$ cat config.mk
export PLATFORM = sky130hd
export DESIGN_NAME = line_buffer_writer
export DESIGN_NICKNAME = d
export VERILOG_FILES = /design/src/rtl/line_buffer_writer.sv
export SDC_FILE = /design/constraint.sdc
export NUM_CORES = 1
export LEC_CHECK = 0
export CAP_MARGIN = 10
export CORE_ASPECT_RATIO = 1.1
export CORE_UTILIZATION = 49
export DETAILED_ROUTE_END_ITERATION = 6
export PLACE_DENSITY_LB_ADDON = 0.08
export SLEW_MARGIN = 20
export SYNTH_ARGS = -nofsm -noshare
export SYNTH_HDL_FRONTEND = slang
export SYNTH_SLANG_ARGS = --single-unit
$ cat constraint.sdc
create_clock -name clk -period 2.58 [get_ports clk]
set_clock_uncertainty 0.2 [all_clocks]
set_input_delay 0.516 -clock clk [delete_from_list [all_inputs] [get_ports clk]]
set_output_delay 0.516 -clock clk [all_outputs]
set_load 0.01 [all_outputs]
$ cat src/rtl/line_buffer_writer.sv
// Ping-pong line-buffer write controller: turns a valid/ready pixel stream into
// registered write strobes for two WIDTH-deep banks and tracks which bank is full.
module line_buffer_writer #(
    parameter int WIDTH  = 640,
    parameter int HEIGHT = 640,
    parameter int DATA_W = 8,
    parameter int ADDR_W = 15
) (
    input  logic              clk,
    input  logic              reset,
    input  logic              in_valid,
    input  logic [DATA_W-1:0] in_data,
    output logic              in_ready,
    input  logic [1:0]        bank_release,
    output logic              wr_en,
    output logic              wr_bank,
    output logic [ADDR_W-1:0] wr_addr,
    output logic [DATA_W-1:0] wr_data,
    output logic [1:0]        bank_full,
    output logic              line_done,
    output logic              frame_done,
    output logic [15:0]       line_idx
);

    localparam logic [ADDR_W-1:0] COL_LAST = ADDR_W'(WIDTH - 1);
    localparam logic [15:0]       IDX_LAST = 16'(HEIGHT - 1);

    // Bit 1 of the encoding is the "full" flag, so bank_full comes straight off a flop.
    typedef enum logic [1:0] {
        BANK_EMPTY   = 2'b00,
        BANK_FILLING = 2'b01,
        BANK_FULL    = 2'b10
    } bank_state_e;

    logic              cur_bank_q,   cur_bank_d;
    logic [ADDR_W-1:0] col_q,        col_d;
    logic [15:0]       line_idx_q,   line_idx_d;
    logic              wr_en_q,      wr_en_d;
    logic              wr_bank_q,    wr_bank_d;
    logic [ADDR_W-1:0] wr_addr_q,    wr_addr_d;
    logic [DATA_W-1:0] wr_data_q,    wr_data_d;
    logic              line_done_q,  line_done_d;
    logic              frame_done_q, frame_done_d;

    logic [1:0] bank_full_w;
    logic       accept;
    logic       line_end;

    assign in_ready = !bank_full_w[cur_bank_q];

    always_comb begin
        accept       = in_valid && in_ready;
        line_end     = accept && (col_q == COL_LAST);
        cur_bank_d   = cur_bank_q;
        col_d        = col_q;
        line_idx_d   = line_idx_q;
        wr_en_d      = accept;
        wr_bank_d    = wr_bank_q;
        wr_addr_d    = wr_addr_q;
        wr_data_d    = wr_data_q;
        line_done_d  = line_end;
        frame_done_d = 1'b0;

        if (accept) begin
            wr_bank_d = cur_bank_q;
            wr_addr_d = col_q;
            wr_data_d = in_data;
            col_d     = line_end ? '0 : col_q + ADDR_W'(1);
        end

        if (line_end) begin
            cur_bank_d = ~cur_bank_q;
            if (line_idx_q == IDX_LAST) begin
                line_idx_d   = '0;
                frame_done_d = 1'b1;
            end else begin
                line_idx_d = line_idx_q + 16'd1;
            end
        end
    end

    always_ff @(posedge clk or posedge reset) begin
        if (reset) begin
            cur_bank_q   <= 1'b0;
            col_q        <= '0;
            line_idx_q   <= '0;
            wr_en_q      <= 1'b0;
            wr_bank_q    <= 1'b0;
            wr_addr_q    <= '0;
            wr_data_q    <= '0;
            line_done_q  <= 1'b0;
            frame_done_q <= 1'b0;
        end else begin
            cur_bank_q   <= cur_bank_d;
            col_q        <= col_d;
            line_idx_q   <= line_idx_d;
            wr_en_q      <= wr_en_d;
            wr_bank_q    <= wr_bank_d;
            wr_addr_q    <= wr_addr_d;
            wr_data_q    <= wr_data_d;
            line_done_q  <= line_done_d;
            frame_done_q <= frame_done_d;
        end
    end

    // One small FSM per bank: FILLING -> FULL on its last pixel, FULL -> EMPTY or
    // straight back to FILLING on release, EMPTY -> FILLING when it becomes current.
    for (genvar gi = 0; gi < 2; gi++) begin : g_bank
        localparam logic BANK_ID = 1'(gi);
        localparam bank_state_e RESET_STATE = (gi == 0) ? BANK_FILLING : BANK_EMPTY;

        bank_state_e state_q, state_d;

        always_comb begin
            state_d = state_q;
            case (state_q)
                BANK_EMPTY: begin
                    if (cur_bank_d == BANK_ID) state_d = BANK_FILLING;
                end
                BANK_FILLING: begin
                    if (line_end && (cur_bank_q == BANK_ID)) state_d = BANK_FULL;
                end
                BANK_FULL: begin
                    if (bank_release[gi])
                        state_d = (cur_bank_d == BANK_ID) ? BANK_FILLING : BANK_EMPTY;
                end
                default: state_d = BANK_EMPTY;
            endcase
        end

        always_ff @(posedge clk or posedge reset) begin
            if (reset) state_q <= RESET_STATE;
            else       state_q <= state_d;
        end

        assign bank_full_w[gi] = state_q[1];
    end

    assign wr_en      = wr_en_q;
    assign wr_bank    = wr_bank_q;
    assign wr_addr    = wr_addr_q;
    assign wr_data    = wr_data_q;
    assign bank_full  = bank_full_w;
    assign line_done  = line_done_q;
    assign frame_done = frame_done_q;
    assign line_idx   = line_idx_q;

endmodule

# Word-level counts from Yosys, hierarchy flattened
# Index checks and enable logic that the tools add are counted.
classes:
  addsub: 2
  magnitude_cmp: 1
  n_eq_ne: 12
  mux: 17
  n_bitwise: 1
  n_reduce_logical: 9
ops:
  columns: ["operator", "n"]
  rows:
  - ["$add 16x1->16 const B", 1]
  - ["$eq 16x10->1 const B", 1]
  - ["$mux 16", 1]
  - ["$add 15x1->15 const B", 1]
  - ["$eq 15x10->1 const B", 1]
  - ["$mux 15", 1]
  - ["$mux 2", 6]
  - ["$ne 2x2->1 const B", 6]
  - ["$pmux 2 s3", 2]
  - ["$mux 1", 7]
  - ["$reduce_and 3->1", 2]
  - ["$eq 2x1->1 const B", 2]
  - ["$eq 2x2->1 const B", 2]
  - ["$logic_and 1x1->1", 4]
  - ["$logic_not 2->1", 2]
  - ["$lt 1x2->1 const B", 1]
  - ["$logic_not 1->1", 1]
  - ["$not 1->1", 1]
totals:
  reg_bits: 63
  in_bits: 13
  elab_cells: 53

# Depth between registers and ports, before layout
# Gate-level depths: netlist (run 1).
depth:
  depth_word: 9
  mapped_depth: 9
  ltp_nobuf: 8

# Worst setup path after synthesis (run 1)
# No wires, ideal clock.
synth_path:
  kind: "register -> register"
  start: "register col_q[0]"
  end: "register line_idx_q[10], in the netlist line_idx[10]"
  setup_ns: 0.127
  t_arrival_ns: 1.924
  slack_ns: 0.328
  stages_incl_launch_ff: 7
  period_less_slack_ns: 2.252
  cell_sequence: "dfrtp_1 ha_1 nor4b_1 nand4_1 or4_4 nor2_2 mux2_1"
synth_via:
  elab_chain_cells: 2
synth_lines:
  columns: ["item", "line_no", "text"]
  rows:
  - ["start, declared", "36", "logic [ADDR_W-1:0] col_q, col_d;"]
  - ["start signal, assigned", "95", "col_q <= col_d;"]
  - ["$eq 15x10->1", "53", "line_end = accept && (col_q == COL_LAST);"]
  - ["$logic_and 1x1->1", "53", null]
  - ["end signal, assigned", "96", "line_idx_q <= line_idx_d;"]
  - ["end, declared", "37", "logic [15:0] line_idx_q, line_idx_d;"]
# No other way between the ends.
# A chain may end at the register's enable or synchronous reset.

# Worst setup path after layout (run 1)
layout_path:
  start: "register col_q[0]"
  end: "register line_idx_q[14], in the netlist line_idx[14]"
# Same word-level chain as after synthesis.

==> qor.yml, run 1 <==
logic_synthesis:
  syn_nets: 310
  synth-seq-area-share: 0.547
  yosys_warnings: 0
  syn_inst: 293
  ys_ff_latch: 63
  syn_area_um2: 2890
  ys_types: 45
  synth_enable_flop_cells: 0
  async_flop_share: 1.00
  avgSynthCellArea_um2: 9.85
  ys.flop_type: "dfrtp_1"
sta:
  setup_viol: 0
  max_freq_mhz: 416
  hold_viol: 0
  whs_ns: 0.273
  rsz0062_at_grt: "false"
  max_slew.worst_pin.slew_ns: 0.484
  worst_slack_ns: 0.176
  relSlewSlack: 0.677
  drv_slew: 0
  period_share: 0.932
  fin_setup_tns_ns: 0
  post-route-min-period_ns: 2.40
finish:
  antenna_cells: 0
  layout.cells.non_filler: 440
  stdcell_area_um2: 3770
  syn2layout_area_growth_pct: 30.7
  nNetsFinal: 377
  drive_gt1_frac: 0.107
  mostFrequentLayoutCells: "89 x nand2_1, 62 x dfrtp_1, 58 x clkdlybuf4s50_1, 15 x nor2_1"
  final_core_util: 0.681
  nFillCells: 485
  layout_commonest_cell: "nand2_1"
detailed_routing:
  drt-initial-drc-count: 76
  drt_wl_total_um: 5860
  drc_errors: 0
  wl_per_cell_um: 13.3
  ant_nets: 0
  dr.pass1.iters: 4
  via_count: 2262
  via_per_inst: 5.14
hold_path:
  hold_class: "flip-flop to flip-flop"
  min_from: "wr_data[7]"
  hold_depth: 2
  min_to: "wr_data[7]"
setup_path:
  cp_data_required_time_ns: 2.64
  timing_worst_setup_path_type: "flip-flop to flip-flop"
  cp.arrival_ns: 2.46
  cpMaxStageDelayCell: "or4_4"
  worst_setup_path_start_kind: "flip-flop"
  r2r_start: "col_q[0]"
  endpoint_kind: "flip-flop"
  rr_endpoint: "line_idx[14]"
  cp_max_fo: 6
  critPathMaxStageDelay_ns: 0.52
  path_cells: "ha_1 > nor4b_1 > nand4_1 > or4_4 > buf_4 > nor3_2 > xor2_1"
  r2r_slack_ns: 0.18
  reg2regPathDepth: 7
clocking:
  htreeDepth: 3
  cts.sinks: 63
  cts_root_buf: "clkbuf_8"
  cts_buffers: 9
  clock_latency_ns: 0.34
  clkTransAtPathRegs_ns: 0.06
  cts.path.max_buffers: 2
  cts_resized: 0
  cts_hold_buf: 0
  post-cts-setup-buffers: 0
  cts_tree: "yes"
outcome:
  status: "complete, no violations"
grt:
  grt_max_degree: 24
  antenna_found_initial: 0
  grt_pass1_wl_um: 9760
  grt_pass1_vias: 2152
  track_usage: 0.215
  grt-ovfl-total: 0
job:
  cap_violations: 0
floorplan:
  start_util: 0.521
  core-area_um2: 5540
  dieWidth_um: 75.2
  num_rows: 28
  die_height_um: 82.5
  pin_count: 59
  die_area_um2: 6200
placement:
  port_buffers: 58
  dp_hpwl_um: 4210
  dpl_cell_area_um2: 3580
  routabilityCongestion: 0.807
  place_inst: 424
  pre_cts_slack_ns: 0.106
power_and_ir_drop:
  power_density_nw_per_um2: 604
  power_leakage_nw: 1.77
  peakVddDrop_mv: 0.409
  finalPower_mw: 2.28
## synthesized netlist by cell type, types with 2 or more instances
library cell,instances,area [um^2]
o22ai_1,2,12.5
a21oi_1,2,10.0
nand3_1,14,70.1
buf_4,2,15.0
buf_6,4,45.0
xor2_1,8,70.1
xnor2_1,14,123
nor4b_1,2,17.5
ha_1,4,50.1
o21ai_0,4,20.0
nand4_1,11,68.8
and4_1,2,17.5
o21ai_1,3,15.0
nor4b_2,2,30.0
nor4_1,4,25.0
nand2b_1,2,12.5
dfrtp_1,62,1550
inv_1,11,41.3
clkbuf_1,5,18.8
nor3_1,3,15.0
nor3_2,3,30.0
and3_1,3,18.8
or3_1,2,12.5
nand2_1,89,334
nor2_1,15,56.3
## cell families (layout without fill, tap and decap cells)
kind of cell | Yosys count | count (layout) | share of synthesized area
and+or+nand+nor | 160 | 160 | 0.274
adders and majority gates | 4 | 4 | 0.0173
AOI/OAI and AO/OA | 16 | 16 | 0.0377
buffers and inverters | 25 | 97 | 0.0460
xor gates and xnor gates | 22 | 22 | 0.0668
DFF | 63 | 63 | 0.547
muxes | 3 | 3 | 0.0113
## registers in the layout, indices dropped and copies added, names as in the netlist
register and flops:
col_q 15, frame_done 1, wr_bank 1, wr_en 1
g_bank.state_q 4, line_done 1, line_idx 16, wr_addr 15
cur_bank_q 1, wr_data 8
## power by group
| group | switching [mW] | internal (mW) |
|---|---|---|
| clock network | 0.368 | 0.472 |
| logic | 0.132 | 0.156 |
| registers | 0.0796 | 1.07 |
| total | 0.579 | 1.70 |
## metal layers
layer / share of wire / GRT usage / up-vias / wire (um)
li1: - / - / 1109 / -
met1: 0.46 / 0.281 / 1085 / 2690
met2: 0.48 / 0.341 / 60 / 2830
met3: 0.039 / 0.0437 / 8 / 231
met4: 0.017 / 0.107 / 0 / 99
met5: 0 / 0 / - / 0
## critical path, delay by kind of cell (launching register included)
kind	cells	cell delay, ns
XOR/XNOR	1	0.17
flip-flops	1	0.43
buffers and inverters	1	0.16
AND/OR/NAND/NOR	4	1.09
adder cells (fa/ha/maj)	1	0.27
## how the worst max path moves through the flow
| stage | from | cells after the start | to | slack (ns) |
|---|---|---|---|---|
| floorplan | reset | 1 | col_q[0] | 0.30 |
| global placement | in_valid | 5 | line_idx[10] | 0.15 |
| detailed placement | in_valid | 6 | line_idx[14] | 0.11 |
| CTS | col_q[0] | 7 | line_idx[14] | 0.17 |
| global route | col_q[0] | 7 | line_idx[14] | 0.004 |
| finish | col_q[0] | 7 | line_idx[14] | 0.18 |
## final cells by class
| cell class | instances | area, um^2 | share of cell area |
|---|---|---|---|
| Clock buffer | 13 | 149 | 0.0395 |
| Clock inverter | 3 | 42.5 | 0.0113 |
| Inverter | 12 | 45.0 | 0.0119 |
| Multi-Input combinational cell | 205 | 1170 | 0.312 |
| Timing Repair Buffer | 69 | 688 | 0.182 |
| Sequential cell | 63 | 1580 | 0.418 |
| Tap cell | 75 | 93.8 | 0.0249 |
Note: power is estimated with default switching activity, not from simulation.
==> run 2, diff against run 1 <==
--- a/config.mk
+++ b/config.mk
@@ -9,6 +9,7 @@
 export CORE_ASPECT_RATIO = 1.1
 export CORE_UTILIZATION = 49
 export DETAILED_ROUTE_END_ITERATION = 6
+export GPL_TIMING_DRIVEN = 0
 export PLACE_DENSITY_LB_ADDON = 0.08
 export SLEW_MARGIN = 20
 export SYNTH_ARGS = -nofsm -noshare
==> run 2 against run 1 <==
Global-route usage is 0.45 points higher. Die area stayed put. Sequential share of layout area is 0.072 points lower. First-iteration DRC count is 47% higher. Clock-buffer cell count is 1 lower. Worst setup slack worse by 0.021 ns. Fmax is 0.88% lower. Final area is 0.33% higher. Register-to-register slack worse by 0.02 ns. Combinational power hardly changed. Core utilization is 0.23 points higher. Critical endpoint is now g_bank[1].state_q[0]. Highest routed layer unchanged.
==> qor.yml, run 2 (synthesized netlist as in run 1, its figures left out) <==
sta:
  rsz0062_at_grt: "false"
  drv_slew: 0
  setup_viol: 0
  fin_setup_tns_ns: 0
  hold_viol: 0
  period_share: 0.940
  relSlewSlack: 0.673
  max_freq_mhz: 412
  post-route-min-period_ns: 2.42
  max_slew.worst_pin.slew_ns: 0.491
  whs_ns: 0.273
detailed_routing:
  via_per_inst: 5.13
  drt_wl_total_um: 5780
  drt-initial-drc-count: 112
  via_count: 2285
  dr.pass1.iters: 4
  drc_errors: 0
  ant_nets: 0
  wl_per_cell_um: 13.0
setup_path:
  worst_setup_path_start_kind: "flip-flop"
  critPathBufInv: 2
  critPathMaxStageDelay_ns: 0.41
  cp_max_fo: 8
  timing_worst_setup_path_type: "flip-flop to flip-flop"
  cpMaxStageDelayCell: "dfrtp_2"
  crit_family: "simple AND/OR/NAND/NOR gates"
  cp.arrival_ns: 2.46
  cp_data_required_time_ns: 2.61
  endpoint_kind: "flip-flop"
  path_cells: "ha_2 > nor4b_2 > nand4_1 > or2_1 > buf_6 > inv_2 > ha_1 > o32ai_1"
hold_path:
  hold_class: "flip-flop to flip-flop"
power_and_ir_drop:
  swShare: 0.266
  p_int_mw: 1.62
  power_density_nw_per_um2: 583
  pwr-share-comb: 0.130
  power_leakage_nw: 1.77
  power_frac_seq: 0.525
  peakVddDrop_mv: 0.500
  finalPower_mw: 2.20
  p_sw_mw: 0.586
  clkPwrFrac: 0.344
floorplan:
  dieWidth_um: 75.2
  num_rows: 28
  die_height_um: 82.5
  die_area_um2: 6200
  pin_count: 59
  core-area_um2: 5540
  start_util: 0.521
finish:
  multi_input_area_um2: 1180
  mostFrequentLayoutCells: "89 x nand2_1, 60 x dfrtp_1, 58 x clkdlybuf4s50_1, 15 x nor2_1"
  seq_area_um2: 1580
  layout_commonest_cell: "nand2_1"
  nNetsFinal: 382
  antenna_cells: 0
  final_core_util: 0.684
  largest_reg_flops: 16
  syn2layout_area_growth_pct: 31.1
  nFillCells: 468
  drive_gt1_frac: 0.119
  stdcell_area_um2: 3780
clocking:
  cts_buffers: 9
  cts_tree: "yes"
  clkTransAtPathRegs_ns: 0.07
  cts.sinks: 63
  cts_root_buf: "clkbuf_8"
  cts.path.max_buffers: 2
  cts_hold_buf: 0
  clock_latency_ns: 0.34
  htreeDepth: 3
outcome:
  status: "complete, no violations"
grt:
  track_usage: 0.220
  grt_pass1_vias: 2141
  grt_max_degree: 39
  grt-ovfl-total: 0
  grt_pass1_wl_um: 10100
  antenna_found_initial: 0
job:
  cap_violations: 0
placement:
  dpl_cell_area_um2: 3580
  port_buffers: 58
  routabilityCongestion: 0.782
  dp_hpwl_um: 4050
==> run 2: cell count changes in the layout (fill, tap and decap cells not counted), sizes merged <==
cell | before | now
clkinv | 1 | 4
bufinv | 1 | 0
clkinvlp | 1 | 0
clkbuf | 13 | 17
==> run 2: worst paths after layout <==
kind,cells after the start,slack [ns],endpoint,startpoint
max in group asynchronous,3,1.32,g_bank[0].state_q[0],reset
max,8,0.16,g_bank[1].state_q[0],col_q[0]
min reg2reg,2,0.27,wr_data[4],wr_data[4]
min,2,0.27,wr_data[4],wr_data[4]
min in group asynchronous,2,0.30,line_idx[5],reset
max reg2reg,8,0.16,g_bank[1].state_q[0],col_q[0]
==> run 2: stage by stage <==
step                std cells  worst slack, ns
floorplan                 293            0.296
global placement          426           -0.830
detailed placement        427          -0.0884
CTS                       444          0.00488
global route              445           0.0308
finish                    445            0.155
==> run 2: final cells by class <==
type,instances,area share
multi-input cells,205,0.313
plain buffers,13,0.0231
inverters,12,0.0126
repair buffers,61,0.163
clock inverters,4,0.00529
flip-flops and latches,63,0.418
well taps,75,0.0248
clock buffers,12,0.0410
==> run 2: metal layers <==
layer  up-vias  GRT usage  part of all wire
li1       1126          -                 -
met1      1089      0.284              0.46
met2        61      0.353              0.48
met3         9     0.0449             0.044
met4         0      0.106             0.017
met5         -          0                 0
==> run 2: worst register-to-register path: stages (launching register included) <==
cell	delay [ns]
dfrtp_2	0.41
ha_2	0.25
nor4b_2	0.24
nand4_1	0.16
or2_1	0.25
buf_6	0.14
inv_2	0.13
ha_1	0.28
o32ai_1	0.27
==> run 2: power groups by stage <==
stage          Sequential [mW]  Combinational [mW]  Clock, mW
5_1_grt                   1.17               0.323      0.817
4_1_cts                   1.15               0.288      0.777
2_1_floorplan             1.17               0.128          0
3_3_place_gp              1.17               0.275          0
6_report                  1.16               0.287      0.759
3_5_place_dp              1.17               0.286          0
==> run 2: repair_timing <==
item                                   4_1_cts  5_1_grt
setup buffers                                1        1
pin swaps                                    1        1
gates resized for setup                      0        4
endpoints found under the hold margin        0        0
setup endpoints to repair                    1        4
